--- config.mk ---
export PLATFORM = sky130hd
export DESIGN_NAME = mem_arbiter_flat
export DESIGN_NICKNAME = d
export VERILOG_FILES = /design/src/rtl/mem_arbiter_if.sv /design/src/rtl/mem_arbiter.sv /design/src/flat_wrapper.sv
export SDC_FILE = /design/constraint.sdc
export NUM_CORES = 1
export LEC_CHECK = 0
export ABC_AREA = 1
export ABC_CLOCK_PERIOD_IN_PS = 4700
export BUFFER_PORTS_ARGS = -buffer_cell sky130_fd_sc_hd__clkbuf_2
export CAP_MARGIN = 10
export CORE_AREA = 2 2 120 122
export DETAILED_ROUTE_END_ITERATION = 10
export DIE_AREA = 0 0 122 124
export GPL_TIMING_DRIVEN = 0
export HOLD_SLACK_MARGIN = 0.06
export PLACE_DENSITY = 0.72
export SLEW_MARGIN = 15
export SYNTH_ARGS = -nofsm -noshare
export SYNTH_HDL_FRONTEND = slang
export SYNTH_SLANG_ARGS = --single-unit
--- constraint.sdc ---
create_clock -name clk -period 4.7 [get_ports clk]
set_input_delay 0.235 -clock clk [delete_from_list [all_inputs] [get_ports clk]]
set_output_delay 0.235 -clock clk [all_outputs]
set_load 0.01 [all_outputs]
--- src/rtl/mem_arbiter_if.sv ---
// mem_arbiter_if: bundles the three buses around the memory arbiter.
//   IF port : if_req/if_addr in, if_gnt/if_rvalid/if_rdata out
//   LS port : ls_req/ls_we/ls_addr/ls_wdata in, ls_gnt/ls_rvalid/ls_rdata out
//   MEM port: mem_req/mem_we/mem_addr/mem_wdata out, mem_rdata/mem_ack in
//   err     : timeout flag, pulses together with an rvalid
// Modports: slave = the arbiter's view, master = the surrounding system.
interface mem_arbiter_if;
  logic        if_req;
  logic [31:0] if_addr;
  logic        if_gnt;
  logic        if_rvalid;
  logic [31:0] if_rdata;

  logic        ls_req;
  logic        ls_we;
  logic [31:0] ls_addr;
  logic [31:0] ls_wdata;
  logic        ls_gnt;
  logic        ls_rvalid;
  logic [31:0] ls_rdata;

  logic        mem_req;
  logic        mem_we;
  logic [31:0] mem_addr;
  logic [31:0] mem_wdata;
  logic [31:0] mem_rdata;
  logic        mem_ack;

  logic        err;

  modport slave (
    input  if_req, if_addr, ls_req, ls_we, ls_addr, ls_wdata, mem_rdata, mem_ack,
    output if_gnt, if_rvalid, if_rdata, ls_gnt, ls_rvalid, ls_rdata,
           mem_req, mem_we, mem_addr, mem_wdata, err
  );

  modport master (
    output if_req, if_addr, ls_req, ls_we, ls_addr, ls_wdata, mem_rdata, mem_ack,
    input  if_gnt, if_rvalid, if_rdata, ls_gnt, ls_rvalid, ls_rdata,
           mem_req, mem_we, mem_addr, mem_wdata, err
  );
endinterface

--- src/rtl/mem_arbiter.sv ---
// mem_arbiter: shares one memory port between instruction fetch (IF) and
// load/store (LS). LS has fixed priority; after STARVE_MAX consecutive LS
// grants made while IF was waiting, IF is forced to win. One memory
// transaction is outstanding at a time.
//
// Ports:
//   clk, rst        : clock (rising edge), asynchronous active-high reset
//   bus (slave)     : IF, LS and memory buses plus err (see mem_arbiter_if)
//   dbg_state       : current FSM state (IDLE=0, BUSY_IF=1, BUSY_LS=2)
//   dbg_starve_cnt  : consecutive LS-over-waiting-IF grant count
//
// Handshake: a requester holds x_req (and its address/data) until it sees
// the one-cycle x_gnt pulse; a req still high in the following IDLE cycle
// is a new request. The memory sees mem_req held with stable mem_we /
// mem_addr / mem_wdata until mem_ack is sampled high at a rising edge; the
// result comes back as a one-cycle x_rvalid pulse one cycle later.
//
// Optional feature: define MEM_ARB_TIMEOUT_EN to abort a transaction after
// TIMEOUT busy cycles without mem_ack (x_rvalid + err, rdata 32'hDEAD_BEEF).
// Without it BUSY waits indefinitely and err stays 0.
module mem_arbiter #(
  parameter int STARVE_MAX = 4,
  parameter int TIMEOUT    = 255
) (
  input  logic       clk,
  input  logic       rst,
  mem_arbiter_if.slave bus,
  output logic [1:0] dbg_state,
  output logic [3:0] dbg_starve_cnt
);

  localparam logic [1:0] IDLE    = 2'd0;
  localparam logic [1:0] BUSY_IF = 2'd1;
  localparam logic [1:0] BUSY_LS = 2'd2;

  localparam logic [3:0] STARVE_LIM = 4'(STARVE_MAX);

  if (STARVE_MAX < 1 || STARVE_MAX > 15 || TIMEOUT < 1 || TIMEOUT > 255) begin : g_bad_param
    $error("mem_arbiter: STARVE_MAX must be 1..15 and TIMEOUT 1..255");
  end

  logic [1:0] state;
  logic [3:0] starve_cnt;

`ifdef MEM_ARB_TIMEOUT_EN
  // wait_cnt counts completed busy cycles without mem_ack; the cycle in
  // which it already equals TIMEOUT-1 is the TIMEOUT-th such cycle.
  localparam logic [7:0] TIMEOUT_LAST = 8'(TIMEOUT - 1);
  logic [7:0] wait_cnt;
`endif

  assign dbg_state      = state;
  assign dbg_starve_cnt = starve_cnt;

  always_ff @(posedge clk or posedge rst) begin
    if (rst) begin
      state         <= IDLE;
      starve_cnt    <= 4'd0;
      bus.if_gnt    <= 1'b0;
      bus.if_rvalid <= 1'b0;
      bus.if_rdata  <= 32'd0;
      bus.ls_gnt    <= 1'b0;
      bus.ls_rvalid <= 1'b0;
      bus.ls_rdata  <= 32'd0;
      bus.mem_req   <= 1'b0;
      bus.mem_we    <= 1'b0;
      bus.mem_addr  <= 32'd0;
      bus.mem_wdata <= 32'd0;
      bus.err       <= 1'b0;
`ifdef MEM_ARB_TIMEOUT_EN
      wait_cnt      <= 8'd0;
`endif
    end else begin
      // Pulses last exactly one cycle.
      bus.if_gnt    <= 1'b0;
      bus.ls_gnt    <= 1'b0;
      bus.if_rvalid <= 1'b0;
      bus.ls_rvalid <= 1'b0;
      bus.err       <= 1'b0;

      case (state)
        IDLE: begin
`ifdef MEM_ARB_TIMEOUT_EN
          wait_cnt <= 8'd0;
`endif
          if (bus.ls_req && (!bus.if_req || starve_cnt < STARVE_LIM)) begin
            state         <= BUSY_LS;
            bus.ls_gnt    <= 1'b1;
            bus.mem_req   <= 1'b1;
            bus.mem_we    <= bus.ls_we;
            bus.mem_addr  <= bus.ls_addr;
            bus.mem_wdata <= bus.ls_wdata;
            // Only LS wins that actually held off a waiting IF count.
            if (bus.if_req && starve_cnt < STARVE_LIM)
              starve_cnt <= starve_cnt + 4'd1;
          end else if (bus.if_req) begin
            state         <= BUSY_IF;
            bus.if_gnt    <= 1'b1;
            bus.mem_req   <= 1'b1;
            bus.mem_we    <= 1'b0;
            bus.mem_addr  <= bus.if_addr;
            bus.mem_wdata <= 32'd0;
            starve_cnt    <= 4'd0;
          end
        end

        BUSY_IF, BUSY_LS: begin
          if (bus.mem_ack) begin
            state       <= IDLE;
            bus.mem_req <= 1'b0;
            if (state == BUSY_IF) begin
              bus.if_rvalid <= 1'b1;
              bus.if_rdata  <= bus.mem_rdata;
            end else begin
              bus.ls_rvalid <= 1'b1;
              bus.ls_rdata  <= bus.mem_we ? 32'd0 : bus.mem_rdata;
            end
          end
`ifdef MEM_ARB_TIMEOUT_EN
          else if (wait_cnt == TIMEOUT_LAST) begin
            state       <= IDLE;
            bus.mem_req <= 1'b0;
            bus.err     <= 1'b1;
            if (state == BUSY_IF) begin
              bus.if_rvalid <= 1'b1;
              bus.if_rdata  <= 32'hDEAD_BEEF;
            end else begin
              bus.ls_rvalid <= 1'b1;
              bus.ls_rdata  <= 32'hDEAD_BEEF;
            end
          end else begin
            wait_cnt <= wait_cnt + 8'd1;
          end
`endif
        end

        default: begin
          state       <= IDLE;
          bus.mem_req <= 1'b0;
        end
      endcase
    end
  end

endmodule

--- src/flat_wrapper.sv ---
// flat-port wrapper written by rule: the top's interface ports become plain ports
module mem_arbiter_flat 
#(
  parameter int STARVE_MAX = 4,
  parameter int TIMEOUT    = 255
)
  (clk, rst, dbg_state, dbg_starve_cnt, bus_if_req, bus_if_addr, bus_ls_req, bus_ls_we, bus_ls_addr, bus_ls_wdata, bus_mem_rdata, bus_mem_ack, bus_if_gnt, bus_if_rvalid, bus_if_rdata, bus_ls_gnt, bus_ls_rvalid, bus_ls_rdata, bus_mem_req, bus_mem_we, bus_mem_addr, bus_mem_wdata, bus_err);
  mem_arbiter_if bus_i ();
  input  logic clk;
  input  logic rst;
  output logic [1:0] dbg_state;
  output logic [3:0] dbg_starve_cnt;
  input wire logic [$bits(bus_i.if_req)-1:0] bus_if_req;
  input wire logic [$bits(bus_i.if_addr)-1:0] bus_if_addr;
  input wire logic [$bits(bus_i.ls_req)-1:0] bus_ls_req;
  input wire logic [$bits(bus_i.ls_we)-1:0] bus_ls_we;
  input wire logic [$bits(bus_i.ls_addr)-1:0] bus_ls_addr;
  input wire logic [$bits(bus_i.ls_wdata)-1:0] bus_ls_wdata;
  input wire logic [$bits(bus_i.mem_rdata)-1:0] bus_mem_rdata;
  input wire logic [$bits(bus_i.mem_ack)-1:0] bus_mem_ack;
  output wire logic [$bits(bus_i.if_gnt)-1:0] bus_if_gnt;
  output wire logic [$bits(bus_i.if_rvalid)-1:0] bus_if_rvalid;
  output wire logic [$bits(bus_i.if_rdata)-1:0] bus_if_rdata;
  output wire logic [$bits(bus_i.ls_gnt)-1:0] bus_ls_gnt;
  output wire logic [$bits(bus_i.ls_rvalid)-1:0] bus_ls_rvalid;
  output wire logic [$bits(bus_i.ls_rdata)-1:0] bus_ls_rdata;
  output wire logic [$bits(bus_i.mem_req)-1:0] bus_mem_req;
  output wire logic [$bits(bus_i.mem_we)-1:0] bus_mem_we;
  output wire logic [$bits(bus_i.mem_addr)-1:0] bus_mem_addr;
  output wire logic [$bits(bus_i.mem_wdata)-1:0] bus_mem_wdata;
  output wire logic [$bits(bus_i.err)-1:0] bus_err;
  assign bus_i.if_req = bus_if_req;
  assign bus_i.if_addr = bus_if_addr;
  assign bus_i.ls_req = bus_ls_req;
  assign bus_i.ls_we = bus_ls_we;
  assign bus_i.ls_addr = bus_ls_addr;
  assign bus_i.ls_wdata = bus_ls_wdata;
  assign bus_i.mem_rdata = bus_mem_rdata;
  assign bus_i.mem_ack = bus_mem_ack;
  assign bus_if_gnt = bus_i.if_gnt;
  assign bus_if_rvalid = bus_i.if_rvalid;
  assign bus_if_rdata = bus_i.if_rdata;
  assign bus_ls_gnt = bus_i.ls_gnt;
  assign bus_ls_rvalid = bus_i.ls_rvalid;
  assign bus_ls_rdata = bus_i.ls_rdata;
  assign bus_mem_req = bus_i.mem_req;
  assign bus_mem_we = bus_i.mem_we;
  assign bus_mem_addr = bus_i.mem_addr;
  assign bus_mem_wdata = bus_i.mem_wdata;
  assign bus_err = bus_i.err;
  mem_arbiter #(.STARVE_MAX(STARVE_MAX), .TIMEOUT(TIMEOUT)) u_core (.clk(clk), .rst(rst), .bus(bus_i), .dbg_state(dbg_state), .dbg_starve_cnt(dbg_starve_cnt));
endmodule
==> impl_metrics.ini <==
[placement]
pre_cts_ws_ns = 2.934
port_buffers = 272
hpwl_um = 13360
placed_cells = 1202
place.gp.congestion = 0.8624
dpl_cell_area_mm2 = 0.007717

[clock_network]
numClockSinks = 140
clockBufferDepth = 2
cts_setup_buffers = 0
cts_tree = yes
clk_latency_ns = 0.41
cts_resized = 0
numCtsBuffers = 17
cts_max_level = 4
clkSlewWorstSetupHoldPaths_ns = 0.05
clock-root-buffer = clkbuf_16

[pwr]
powerDensity_mw_per_mm2 = 664.3
leakagePower_nw = 5.183
total_power_mw = 5.930
ir_worst_vdd_mv = 0.3097

[global_route]
grt_start_max_net_pins = 81
grt_pass1_vias = 5867
grt_pass1_wl_um = 29300
grtUsageTotal_pct = 25.01
overflow = 0
antenna_found_initial = 0

[run]
max_cap_violations = 0

[synthesis]
yosysUniqueCellTypes = 19
synth_top_cell_area_share_pct = 57.47
syn-cell-area_mm2 = 0.006096
seq_area_frac_synth_pct = 57.47
synth_warnings = 0
syn_nets = 886
synth_area_leaders = dfrtp_1, nand2_1, nand3_1
synth_seq_cells = 140
synth_area_per_cell_um2 = 8.139
syn_inst = 749
yosysTopAreaCell = dfrtp_1

[timing]
fmax_mhz = 554.6
finalSetupViolCount = 0
worst_slack_ns = 2.897
skew_ns = 0.006231
maxSlewViolCount = 0
fin_crit_sh_pct = 38.36
tns_ns = 0
finalHoldViolCount = 0
period_minus_slack_ns = 1.803
grt_setup_unrepaired = false
worst_slew_margin_rel_pct = 65.91
tightest_slew_ns = 0.5114

[routing]
dr.pass1.iters = 4
antenna_left = 0
routedWlPerCell_um = 14.47
routed-via-count = 6110
drtIter0Drc = 300
drc = 0
viasPerCell = 4.733
wirelength_um = 18680

[worst_setup_path]
end_kind = flip-flop
crit_required_ns = 5.05
arrival_ns = 2.15
path_class = flip-flop to flip-flop
crit_path_max_fanout = 10
cp-start-kind = flip-flop

[final_layout]
stdcell_count = 1291
area_delta_synth_final_pct = 46.45
fillCellCount = 1224
drive_gt1_share_pct = 30.33
nNetsFinal = 1235
fin_area_mm2 = 0.008927
n_antenna_cell = 0

[die]
core_mm2 = 0.01372
die_area_mm2 = 0.01513
initial_core_util_pct = 44.43
rows = 43
die_y_um = 124
pin_count = 275
die_x_um = 122

[min_path]
hold_path_class = primary input to flip-flop

[outcome]
status = finished clean
[per-stage QoR]
stage / hold slack, ns / utilization [%]
floorplan: 0.3446 / -
global placement: 0.4495 / 56.00
detailed placement: 0.2951 / 56.25
CTS: 0.06280 / 65.07
global route: 0.07319 / 65.07
finish: 0.07058 / 65.07
[area by class of cell]
class / instances / area (um2) / share of cell area [%]
Clock buffer: 24 / 511.7 / 5.732
Buffer: 46 / 222.7 / 2.495
Timing Repair Buffer: 330 / 1959 / 21.95
Inverter: 79 / 304.0 / 3.406
Clock inverter: 8 / 127.6 / 1.430
Multi-Input combinational cell: 484 / 2073 / 23.22
Sequential cell: 140 / 3503 / 39.24
Tap cell: 180 / 225.2 / 2.523
[cell usage in the layout (no fill, tap or decap), types with 2 or more instances in the layout]
master and instances:
clkbuf_8 6, buf_2 22, clkbuf_1 20, bufinv_16 3, o21ai_0 65, nor2_2 2
nand2_1 304, buf_4 4, nor2_1 3, inv_6 2, clkbuf_2 272, o21ai_1 6
dlygate4sd3_1 57, clkbuf_16 17, dfrtp_1 140, clkinvlp_4 2, nand3_1 96, ha_1 3
inv_1 77
[synthesized netlist by cell type (all sizes together)]
cell,instances
o21ai,72
nand3,96
nor3,1
buf,27
o22ai,1
nand2,304
dfrtp,140
ha,3
inv,79
nor2,6
conb,1
clkbuf,19
[power breakdown]
group / switching, mW / total, mW / internal [mW]
combinational: 1.52 / 2.41 / 0.896
sequential: 0.323 / 2.09 / 1.77
clock: 0.501 / 1.42 / 0.923
[worst max-delay path, stage by stage (launching register included)]
cell     delay (ns)
dfrtp_1        0.39
inv_1          0.08
ha_1           0.32
nand2_1        0.26
inv_1          0.23
buf_2          0.29
nand2_1        0.09
nand2_1        0.07
[logic make-up after synthesis]
group | count (synthesis) | synth area share [%]
compound gates | 73 | 6.076
fa+ha+maj | 3 | 0.6158
buf+inv | 125 | 8.518
flops | 140 | 57.47
other cells | 1 | 0.06152
simple gates | 407 | 27.26
[worst paths after layout]
| check | depth (start not counted) | startpoint | slack (ns) | endpoint |
|---|---|---|---|---|
| hold reg to reg | 2 | u_core.bus.if_rdata[10] | 0.47 | u_core.bus.if_rdata[10] |
| setup reg to reg | 7 | u_core.dbg_state[1] | 2.90 | u_core.bus.if_rdata[16] |
| hold / removal | 3 | bus_mem_rdata[10] | 0.07 | u_core.bus.if_rdata[10] |
| min in group asynchronous | 3 | rst | 0.39 | u_core.bus.ls_rdata[22] |
| max in group asynchronous | 4 | rst | 3.55 | u_core.bus.mem_wdata[28] |
| setup / recovery | 7 | u_core.dbg_state[1] | 2.90 | u_core.bus.if_rdata[16] |
[registers in the layout, indices dropped and copies added (netlist names)]
register,cells
u_core.bus.if_rvalid,1
u_core.bus.ls_rdata,32
u_core.bus.mem_wdata,32
u_core.bus.ls_rvalid,1
u_core.dbg_state,2
u_core.dbg_starve_cnt,4
u_core.bus.if_gnt,1
u_core.bus.if_rdata,32
u_core.bus.mem_we,1
u_core.bus.mem_addr,32
u_core.bus.mem_req,1
u_core.bus.ls_gnt,1
[repair_timing]
action	4_1_cts	5_1_grt
setup endpoints to repair	0	0
hold buffers	57	0
hold endpoints to repair	132	0
[routing by layer]
layer	wire length, um	share of wire, %	up-vias	GRT usage, %
met4	398	2.1	0	9.052
met1	7725	41	2793	30.60
met2	9208	49	256	42.84
met3	1342	7.2	33	6.502
li1	-	-	3028	-
met5	0	0	-	0
No activity file was read; power rests on OpenSTA's default activity.
